$ cat config.mk
export PLATFORM = sky130hd
export DESIGN_NAME = fifo_word_rdr
export DESIGN_NICKNAME = d
export VERILOG_FILES = /design/src/rtl/fifo_word_rdr.sv
export SDC_FILE = /design/constraint.sdc
export NUM_CORES = 1
export LEC_CHECK = 0
export ABC_AREA = 1
export BUFFER_PORTS_ARGS = -buffer_cell sky130_fd_sc_hd__buf_2
export CORE_ASPECT_RATIO = 0.8
export CORE_MARGIN = 10
export CORE_UTILIZATION = 49
export CTS_CLUSTER_DIAMETER = 150
export DETAILED_ROUTE_END_ITERATION = 16
export GPL_ROUTABILITY_DRIVEN = 0
export GPL_TIMING_DRIVEN = 1
export PLACE_DENSITY = 0.73
export SYNTH_ARGS = -nofsm -noshare
export SYNTH_HDL_FRONTEND = slang
export SYNTH_SLANG_ARGS = --single-unit
$ cat constraint.sdc
create_clock -name clk -period 2.1 [get_ports clk]
set_clock_uncertainty 0.15 [all_clocks]
set_input_delay 0.42 -clock clk [delete_from_list [all_inputs] [get_ports clk]]
set_output_delay 0.42 -clock clk [all_outputs]
set_load 0.05 [all_outputs]
$ cat src/rtl/fifo_word_rdr.sv
// Drains a byte-wide FWFT FIFO per byte-count command and packs bytes little-endian into NB-byte words.
// Latency: first pop the cycle after cmd accept; each word is presented the cycle after its final pop.
// Backpressure: out_ready low holds the word in HOLD with no FIFO pops; an empty FIFO stalls FILL.
module fifo_word_rdr #(
    parameter int W   = 8,
    parameter int NB  = 4,
    parameter int BCW = 16
) (
    input  logic            clk,
    input  logic            reset_n,
    input  logic            flush,
    input  logic            cmd_valid,
    output logic            cmd_ready,
    input  logic [BCW-1:0]  cmd_bcnt,
    input  logic            fifo_empty,
    input  logic [W-1:0]    fifo_rd_data,
    output logic            fifo_rd_en,
    output logic            out_valid,
    input  logic            out_ready,
    output logic [NB*W-1:0] out_data,
    output logic [NB-1:0]   out_be,
    output logic            out_last,
    output logic            busy,
    output logic            done
);
    localparam int NBW = $clog2(NB);

    typedef enum logic [1:0] {
        ST_IDLE,
        ST_FILL,
        ST_HOLD
    } state_t;

    state_t          state_q, state_d;
    logic [BCW-1:0]  rem_q, rem_d;
    logic [NBW-1:0]  lane_q, lane_d;
    logic [NB*W-1:0] data_q, data_d;
    logic [NB-1:0]   be_q, be_d;
    logic            valid_q, valid_d;
    logic            last_q, last_d;
    logic            done_q, done_d;
    logic            cmd_rdy_q, cmd_rdy_d;

    logic pop;
    logic cmd_acc;
    logic out_acc;
    logic last_byte;
    logic last_lane;

    assign pop       = (state_q == ST_FILL) && !fifo_empty && !flush;
    assign cmd_acc   = cmd_valid && cmd_rdy_q && (state_q == ST_IDLE) && !flush;
    assign out_acc   = valid_q && out_ready;
    assign last_byte = (rem_q == BCW'(1));
    assign last_lane = (lane_q == NBW'(NB - 1));

    always_comb begin
        state_d = state_q;
        rem_d   = rem_q;
        lane_d  = lane_q;
        data_d  = data_q;
        be_d    = be_q;
        valid_d = valid_q;
        last_d  = last_q;
        done_d  = 1'b0;

        if (flush) begin
            state_d = ST_IDLE;
            rem_d   = '0;
            lane_d  = '0;
            data_d  = '0;
            be_d    = '0;
            valid_d = 1'b0;
            last_d  = 1'b0;
        end else begin
            case (state_q)
                ST_IDLE: begin
                    if (cmd_acc) begin
                        if (cmd_bcnt != '0) begin
                            rem_d   = cmd_bcnt;
                            lane_d  = '0;
                            data_d  = '0;
                            be_d    = '0;
                            state_d = ST_FILL;
                        end else begin
                            done_d = 1'b1;
                        end
                    end
                end
                ST_FILL: begin
                    if (pop) begin
                        for (int k = 0; k < NB; k++) begin
                            if (lane_q == NBW'(k)) begin
                                data_d[k*W +: W] = fifo_rd_data;
                                be_d[k]          = 1'b1;
                            end
                        end
                        rem_d  = rem_q - 1'b1;
                        lane_d = lane_q + 1'b1;
                        // Leaving FILL at remaining==1 keeps the counter from ever underflowing.
                        if (last_lane || last_byte) begin
                            state_d = ST_HOLD;
                            valid_d = 1'b1;
                            last_d  = last_byte;
                        end
                    end
                end
                ST_HOLD: begin
                    if (out_acc) begin
                        valid_d = 1'b0;
                        data_d  = '0;
                        be_d    = '0;
                        lane_d  = '0;
                        if (last_q) begin
                            last_d  = 1'b0;
                            done_d  = 1'b1;
                            state_d = ST_IDLE;
                        end else begin
                            state_d = ST_FILL;
                        end
                    end
                end
                default: begin
                    state_d = ST_IDLE;
                end
            endcase
        end

        cmd_rdy_d = (state_d == ST_IDLE);
    end

    always_ff @(posedge clk or negedge reset_n) begin
        if (!reset_n) begin
            state_q   <= ST_IDLE;
            rem_q     <= '0;
            lane_q    <= '0;
            data_q    <= '0;
            be_q      <= '0;
            valid_q   <= 1'b0;
            last_q    <= 1'b0;
            done_q    <= 1'b0;
            cmd_rdy_q <= 1'b0;
        end else begin
            state_q   <= state_d;
            rem_q     <= rem_d;
            lane_q    <= lane_d;
            data_q    <= data_d;
            be_q      <= be_d;
            valid_q   <= valid_d;
            last_q    <= last_d;
            done_q    <= done_d;
            cmd_rdy_q <= cmd_rdy_d;
        end
    end

    assign cmd_ready  = cmd_rdy_q;
    assign fifo_rd_en = pop;
    assign out_valid  = valid_q;
    assign out_data   = data_q;
    assign out_be     = be_q;
    assign out_last   = last_q;
    assign busy       = (state_q != ST_IDLE);
    assign done       = done_q;

    a_hold_stable: assert property (@(posedge clk) disable iff (!reset_n)
        (out_valid && !out_ready && !flush) |=> (out_valid && $stable(out_data) && $stable(out_be)));

endmodule

Yosys cells after proc, flatten, opt, wreduce, memory -nomap -nowiden
Cells that the tools add are included.
- flip-flop bits (word level): 60
- input bits: 30
- reduce and logical (&&, ||, !) cells: 24
- muxes and demuxes: 54
- add/sub/neg operators: 2
- eq/ne operators: 15
- operator list (operator ; number):
    2-to-1 mux 32 bit ; 5
    one-hot mux 32 bit (3 select lines) ; 1
    2-to-1 mux 16 bit ; 4
    2-to-1 mux 8 bit ; 4
    one-hot mux 16 bit (2 select lines) ; 1
    AND reduction 6 bit ; 4
    2-to-1 mux 2 bit ; 11
    2-to-1 mux 4 bit ; 5
    2-to-1 mux 1 bit ; 17
    == test 16 x 1 -> 1 bit (second input constant) ; 1
    nonzero test 16 bit ; 1
    subtractor 16 x 1 -> 16 bit (second input constant) ; 1
    inequality test 3 x 2 -> 1 bit (second input constant) ; 5
    inequality test 3 bit (second input constant) ; 4
    one-hot mux 2 bit (3 select lines) ; 2
    one-hot mux 4 bit (3 select lines) ; 1
    AND reduction 4 bit ; 2
    == test 2 bit (second input constant) ; 3
    logical AND 1 bit ; 6
    zero test 2 bit ; 3
    one-hot mux 1 bit (2 select lines) ; 3
    nonzero test 3 bit ; 2
    AND reduction 5 bit ; 1
    == test 2 x 1 -> 1 bit (second input constant) ; 2
    5 further kinds ; 6

Logic depth before layout (Yosys ltp)
Gate-level depths: netlist of the first run.
- depth after elaboration: 7
- depth in mapped cells: 11
- gate-level depth less buffers: 10

Least setup slack after synthesis of the first run
No wires, ideal clock.
- path kind: input -> register
- start: input flush
- end: register cmd_rdy_q, in the netlist cmd_ready
- setup time: 0.078 ns
- arrival time: 1.947 ns
- cell stages on the path: 8
- path slack: -0.075 ns
- path buffers: 1
- path through: buf_4 -> nor2_4 -> inv_2 -> nor2_1 -> nand2_1 -> nand2_1 -> nand2_1 -> o21bai_1
- cells in the longest elaborated chain, start to end: 6
- ends and longest elaborated chain (element ; RTL line ; RTL):
    start: declaration ; 11 ; input logic flush,
    zero test 1 bit ; 50 ; assign pop = (state_q == ST_FILL) && !fifo_empty && !flush;
    logical AND 1 bit ; 50 ;
    net fifo_rd_en ; 17 ; output logic fifo_rd_en,
    2-to-1 mux 2 bit ; 90 ; if (pop) begin
    one-hot mux 2 bit (3 select lines) ; 75 ; case (state_q)
    2-to-1 mux 2 bit ; 66 ; if (flush) begin
    zero test 2 bit ; 128 ; cmd_rdy_d = (state_d == ST_IDLE);
    net cmd_rdy_d ; 42 ; logic cmd_rdy_q, cmd_rdy_d;
    end signal: assignment ; 151 ; cmd_rdy_q <= cmd_rdy_d;
    end: declaration ; 42 ;
The timed path passes the listed nets, and every way through them passes these cells.
A chain may end at the register's enable or synchronous reset.

Worst setup path after layout of the first run
- start: register state_q[1]
- end: output fifo_rd_en
- cells in the longest elaborated chain, start to end: 3
- ends and longest elaborated chain (element ; RTL line ; RTL):
    start: declaration ; 34 ; state_t state_q, state_d;
    start signal: assignment ; 143 ; state_q <= state_d;
    == test 2 x 1 -> 1 bit ; 50 ;
    logical AND 1 bit (2 in series) ; 50 ;
    end: declaration ; 17 ;
No other way between the ends.

==> results of run 1 <==
-- registers in the layout (all words and copies together), names as in the netlist --
register	flops
out_data	32
rem_q	16
out_be	4
lane_q	2
state_q	2
cmd_ready	1
done	1
out_last	1
out_valid	1
-- synth_stat cells --
library cell,count
buf_6,4
xor2_1,2
nand2_1,211
xnor2_1,2
buf_4,4
nor2_2,4
nor2_1,45
inv_2,6
nand4_1,2
buf_1,1
nand3_1,20
o21ai_1,6
nor3_1,2
o21ai_2,2
nor2_4,1
dfrtp_1,60
o21ai_0,17
clkbuf_1,1
nand3_2,1
nand4_2,3
inv_4,2
ha_1,6
nand2_2,4
inv_1,27
o21bai_1,2
a21oi_1,8
or2_0,3
buf_2,2
nand3b_4,1
a22oi_1,1
-- worst max-delay path by stage --
stage / endpoint / depth (start not counted) / slack, ns
after global placement: out_data[25] / 9 / 0.14
after floorplan: cmd_ready / 8 / 0.22
final: fifo_rd_en / 6 / 0.09
after global routing: fifo_rd_en / 6 / 0.008
after CTS: fifo_rd_en / 6 / 0.07
after detailed placement: out_data[24] / 9 / 0.10
-- cells by family after synthesis --
kind of cell | synth area share (%)
AOI/OAI and AO/OA | 5.97
xor gates and xnor gates | 1.07
adders and majority gates | 2.30
buffers and inverters | 7.01
DFF | 46.0
and+or+nand+nor | 37.7
-- worst max-delay path, stage by stage, from the launching register on --
cell and delay [ns]:
dfrtp_1 0.41, inv_2 0.10, nand2_2 0.07, nor2_4 0.12
inv_4 0.08, nor2_4 0.15, buf_8 0.16
-- per-layer routing --
metal	track usage (%)	share of wire, %	up-vias
met2	26.5	45	107
met1	23.5	46	1496
met3	6.13	8.0	10
met5	0	0	-
met4	4.59	0.88	0
li1	-	-	1557
-- per-stage QoR --
step	hold slack [ns]	total power [mW]	setup WS [ns]	instances	area, µm²
6_report	0.234	2.99	0.0906	623	3950
3_3_place_gp	0.0758	2.04	0.137	603	3720
5_1_grt	0.242	3.17	0.00825	623	3950
3_5_place_dp	0.0811	2.06	0.102	603	3720
4_1_cts	0.212	3.00	0.0676	621	3930
2_1_floorplan	-0.0256	1.86	0.220	450	3270
-- cell usage in the layout, fill, tap and decap left out, types with 4 or more instances in the layout --
master,synthesis,routed
o21ai_1,6,6
dfrtp_1,60,60
ha_1,6,6
inv_2,6,5
clkbuf_8,0,9
buf_2,2,70
nand2_1,211,211
a21oi_1,8,8
clkinvlp_4,0,4
inv_1,27,27
nand2_2,4,4
buf_4,4,12
nor2_1,45,44
nor2_2,4,4
nand3_1,20,20
o21ai_0,17,17
-- timing repair --
action                     CTS  global route
pin swaps                    1             3
gates resized for setup      4             1
gates cloned                 0             0
setup endpoints to repair    1             8
hold endpoints to repair    60             0
hold buffers                 1             0
buffers inserted             1             2
-- power by group through the flow --
| stage | Clock, mW | Combinational, mW | Sequential [mW] |
|---|---|---|---|
| after global routing | 1.02 | 0.841 | 1.31 |
| after global placement | 0 | 0.722 | 1.32 |
| after floorplan | 0 | 0.435 | 1.42 |
| final | 0.937 | 0.753 | 1.30 |
| after detailed placement | 0 | 0.736 | 1.32 |
| after CTS | 0.959 | 0.744 | 1.30 |
-- area by class of cell --
class	count	area [µm²]
Clock buffer	9	124
Clock inverter	7	52.6
Fill cell	621	2490
Inverter	35	139
Multi-Input combinational cell	343	1540
Sequential cell	60	1500
Tap cell	84	105
Timing Repair Buffer	85	485
==> flow_summary_export.csv, run 1 <==
group,metric,value,unit
pwr,p_sw_share,37.1,%
sta,period_minus_slack,2.01,ns
floorplanning,io_pins,72,
floorplanning,start_util,50.7,%
setup_path,critical_path_arrival,1.44,ns
floorplanning,die_area,10400,µm²
worst_hold_path,holdPathStages,5,
setup_path,r2r_end,"out_data[17]",
logic_synthesis,syn_avg_cell_area,7.26,µm²
run_status,status,"finished, final reports clean",
global_routing,grt_use_total,17.6,%
placement,hpwl,6.84,mm
pwr,p_clk_share,31.3,%
clock_network,clock_latency,0.35,ns
pwr,switchingPower,1.11,mW
worst_hold_path,min_to,"rem_q[8]",
worst_hold_path,min_from,"cmd_bcnt[8]",
clock_network,clockBufferDepth,2,
logic_synthesis,synth_cell_types,30,
logic_synthesis,ys_warn_count,0,
logic_synthesis,syn-cell-area,3270,µm²
logic_synthesis,yosys.area.top_type,"dfrtp_1",
worst_hold_path,hp-class,"primary input to flip-flop",
global_routing,first_global_vias,3087,
clock_network,cts_root_buf,"clkbuf_8",
logic_synthesis,yosysTopAreaCellShare,46.0,%
setup_path,reg2regPathDepth,10,
setup_path,r2r_slack,0.20,ns
clock_network,cts_max_level,3,
routing,drtIter0Drc,230,
logic_synthesis,synth_area_leaders,"dfrtp_1 46%, nand2_1 24%, nor2_1 5.2%",
routing,drc_errors,0,
clock_network,clkSlewWorstSetupHoldPaths,0.07,ns
global_routing,grt_overflow,0,
clock_network,cts_tree,"built",
logic_synthesis,synth-seq-cells,60,
floorplanning,fp-row-count,26,
pwr,combPwrFrac,25.2,%
clock_network,cts.sinks,60,
pwr,max-vdd-ir-drop,350,µV
job,cap_violations,0,
setup_path,required,1.53,ns
setup_path,crit_path_start,"state_q[1]",
setup_path,r2r_start,"state_q[0]",
sta,max_freq,498,MHz
finish,n_antenna_cell,0,
sta,rsz0062_at_grt,"no",
setup_path,worstPathMaxFanout,9,
placement,portBuffers,71,
logic_synthesis,synthesis.nets,486,
finish,syn2layout_area_growth,20.9,%
sta,hold_viol_final,0,
floorplanning,die_w,111,µm
finish,drive_above_1_share,23.2,%
setup_path,path_class,"flip-flop to output port",
pwr,pwr_density_cell,757,nW/µm²
routing,wire_per_inst,14.3,µm
floorplanning,coreArea,6440,µm²
finish,fin_util,61.3,%
logic_synthesis,seq_area_frac_synth,46.0,%
floorplanning,die-height,93.0,µm
finish,layout.nets,570,
routing,via_per_inst,5.09,
pwr,seq_power_share,43.5,%
setup_path,critPathLaunchType,"flip-flop",
sta,tightest_slew,0.443,ns
setup_path,worstSetupEndpointType,"output port",
clock_network,cts_buffers,9,
sta,max_slew_margin,70.4,%
routing,wl,8.88,mm
sta,setup_viol,0,
global_routing,grt_max_degree,40,
global_routing,grt_pass1_wl,15.0,mm
routing,first_pass_iters,5,
pwr,intPower,1.88,mW
routing,num_vias,3170,
sta,post-route-period-util,95.7,%
routing,ant_nets,0,
pwr,power_leakage,2.25,nW
sta,slew_viol_final,0,
global_routing,antenna_found_initial,0,
logic_synthesis,netlist_instances,450,
sta,tns,0,ns
No activity file was read; power rests on OpenSTA's default activity.
==> run 2, diff against run 1 <==
CELL_PAD_IN_SITES_DETAIL_PLACEMENT = 0   (was default)
CELL_PAD_IN_SITES_GLOBAL_PLACEMENT = 1   (was default)
CORE_UTILIZATION = 39   (was 49)
PLACE_DENSITY = default   (was 0.73)
PLACE_DENSITY_LB_ADDON = 0.1   (was default)
==> run 2 against run 1 <==
  * First-iteration DRC count increased by 5.2%
  * Maximum frequency down 0.68%
  * Cell area is 2.4% higher
  * Power is 0.87% higher
  * Worst setup slack lost 0.014 ns
  * Highest routed layer unchanged
  * Flip-flop and latch count stayed put
  * Clock power hardly changed
  * Cell count is 5.0% higher
  * Largest cell class unchanged
  * Critical path type unchanged
==> flow_summary_export.csv, run 2 (synthesis results as in run 1) <==
group,metric,value,unit
finish,syn2layout_area_growth,23.8,%
routing,drt-met1-wl,5.00,mm
pwr,max-vdd-ir-drop,367,µV
routing,top_layer,"met4",
clock_network,clock_latency,0.34,ns
routing,ant_nets,0,
setup_path,reg2regPathDepth,10,
floorplanning,start_util,40.6,%
worst_hold_path,hp-class,"primary input to flip-flop",
routing,drtIter0Drc,242,
placement,portBuffers,71,
sta,period_minus_slack,2.02,ns
routing,via_per_inst,4.67,
setup_path,critPathLaunchType,"flip-flop",
job,cap_violations,0,
clock_network,clkSlewWorstSetupHoldPaths,0.08,ns
global_routing,first_global_vias,3096,
setup_path,crit_path_start,"state_q[1]",
sta,max_freq,494,MHz
clock_network,cts_root_buf,"clkbuf_8",
finish,largest_reg_flops,32,
setup_path,r2r_start,"state_q[1]",
routing,first_pass_iters,4,
setup_path,critical_path_arrival,1.45,ns
clock_network,cts_max_level,3,
finish,final_common_cell,"nand2_1",
floorplanning,io_pins,72,
placement,hpwl,7.13,mm
floorplanning,die-height,102,µm
routing,met3_length,542,µm
setup_path,path_class,"flip-flop to output port",
routing,wire_per_inst,14.7,µm
routing,dr_wl_met2,4.02,mm
pwr,total_power,3.02,mW
finish,n_antenna_cell,0,
run_status,status,"finished, final reports clean",
setup_path,worstPathMaxFanout,4,
setup_path,r2r_slack,0.28,ns
sta,post-route-period-util,96.3,%
floorplanning,die_w,122,µm
finish,layout_common_cells,"211 x nand2_1, 70 x buf_2, 60 x dfrtp_1",
floorplanning,fp-row-count,29,
finish,fin_util,50.2,%
sta,hold_viol_final,0,
setup_path,critPathCapture,"fifo_rd_en",
global_routing,grt_overflow,0,
global_routing,grt_use_total,15.9,%
sta,slew_viol_final,0,
clock_network,cts_tree,"built",
clock_network,clockBufferDepth,2,
pwr,power_leakage,2.29,nW
global_routing,grt_max_degree,61,
finish,drive_above_1_share,24.2,%
sta,setup_viol,0,
pwr,pwr_density_cell,746,nW/µm²
global_routing,grt_pass1_wl,15.7,mm
clock_network,cts.sinks,60,
routing,num_vias,3053,
routing,wl,9.61,mm
setup_path,required,1.53,ns
floorplanning,coreArea,8060,µm²
floorplanning,die_area,12500,µm²
finish,layout.nets,577,
clock_network,cts_buffers,9,
global_routing,antenna_found_initial,0,
setup_path,worstSetupEndpointType,"output port",
routing,drc_errors,0,
sta,max_slew_margin,67.5,%
sta,tightest_slew,0.486,ns
setup_path,r2r_end,"out_valid",
## run 2: cell types whose count changed in the layout (fill, tap and decap cells not counted)
| cell | before | now |
|---|---|---|
| buf_12 | 1 | 2 |
| clkinv_2 | 1 | 2 |
| clkinv_4 | 1 | 2 |
| buf_4 | 12 | 18 |
| clkinvlp_4 | 4 | 2 |
## run 2: final cells by class
class | count | area, µm²
clock buffer | 9 | 124
clock inverter | 7 | 51.3
sequential | 60 | 1500
multi-input combinational | 343 | 1540
inverter | 35 | 139
timing repair buffer | 92 | 551
fill | 837 | 4010
tap | 108 | 135
## run 2: critical path, stage by stage (launching register included)
cell     delay, ns
dfrtp_1       0.41
inv_2         0.09
nand2_2       0.07
nor2_4        0.17
inv_4         0.06
nor2_4        0.15
buf_8         0.16
## run 2: how the worst min path moves through the flow
| stage | startpoint | depth (start not counted) | end | slack, ns |
|---|---|---|---|---|
| floorplan | reset_n | 0 | cmd_ready | -0.03 |
| global placement | reset_n | 2 | rem_q[10] | 0.31 |
| detailed placement | reset_n | 2 | rem_q[12] | 0.31 |
| CTS | cmd_bcnt[3] | 3 | rem_q[3] | 0.22 |
| global route | cmd_bcnt[3] | 3 | rem_q[3] | 0.25 |
| finish | cmd_bcnt[8] | 5 | rem_q[8] | 0.23 |
## run 2: routing by layer
metal,track usage (%),vias to the layer above
met4,3.98,0
met1,23.1,1398
met2,22.9,76
li1,-,1575
met5,0,-
met3,4.08,4
## run 2: repair_timing
item | 4_1_cts | 5_1_grt
endpoints found under the hold margin | 60 | 0
hold buffers | 1 | 0
pin swaps | 0 | 2
setup buffers | 0 | 5
setup endpoints to repair | 1 | 1
resized for setup | 3 | 2
## run 2: power breakdown
part | switching [mW] | internal, mW
logic | 0.540 | 0.238
registers | 0.0719 | 1.23
clock network | 0.506 | 0.431
total | 1.12 | 1.90
## run 2: per-stage QoR
| step | TNS, ns | cells | setup slack [ns] | cell area [µm²] | hold slack [ns] |
|---|---|---|---|---|---|
| floorplan | 0 | 450 | 0.220 | 3270 | -0.0256 |
| global placement | 0 | 632 | 0.105 | 3800 | 0.309 |
| detailed placement | 0 | 632 | 0.0769 | 3800 | 0.308 |
| CTS | 0 | 649 | 0.0216 | 4000 | 0.217 |
| global route | -0.00660 | 654 | -0.00660 | 4050 | 0.248 |
| finish | 0 | 654 | 0.0769 | 4050 | 0.230 |
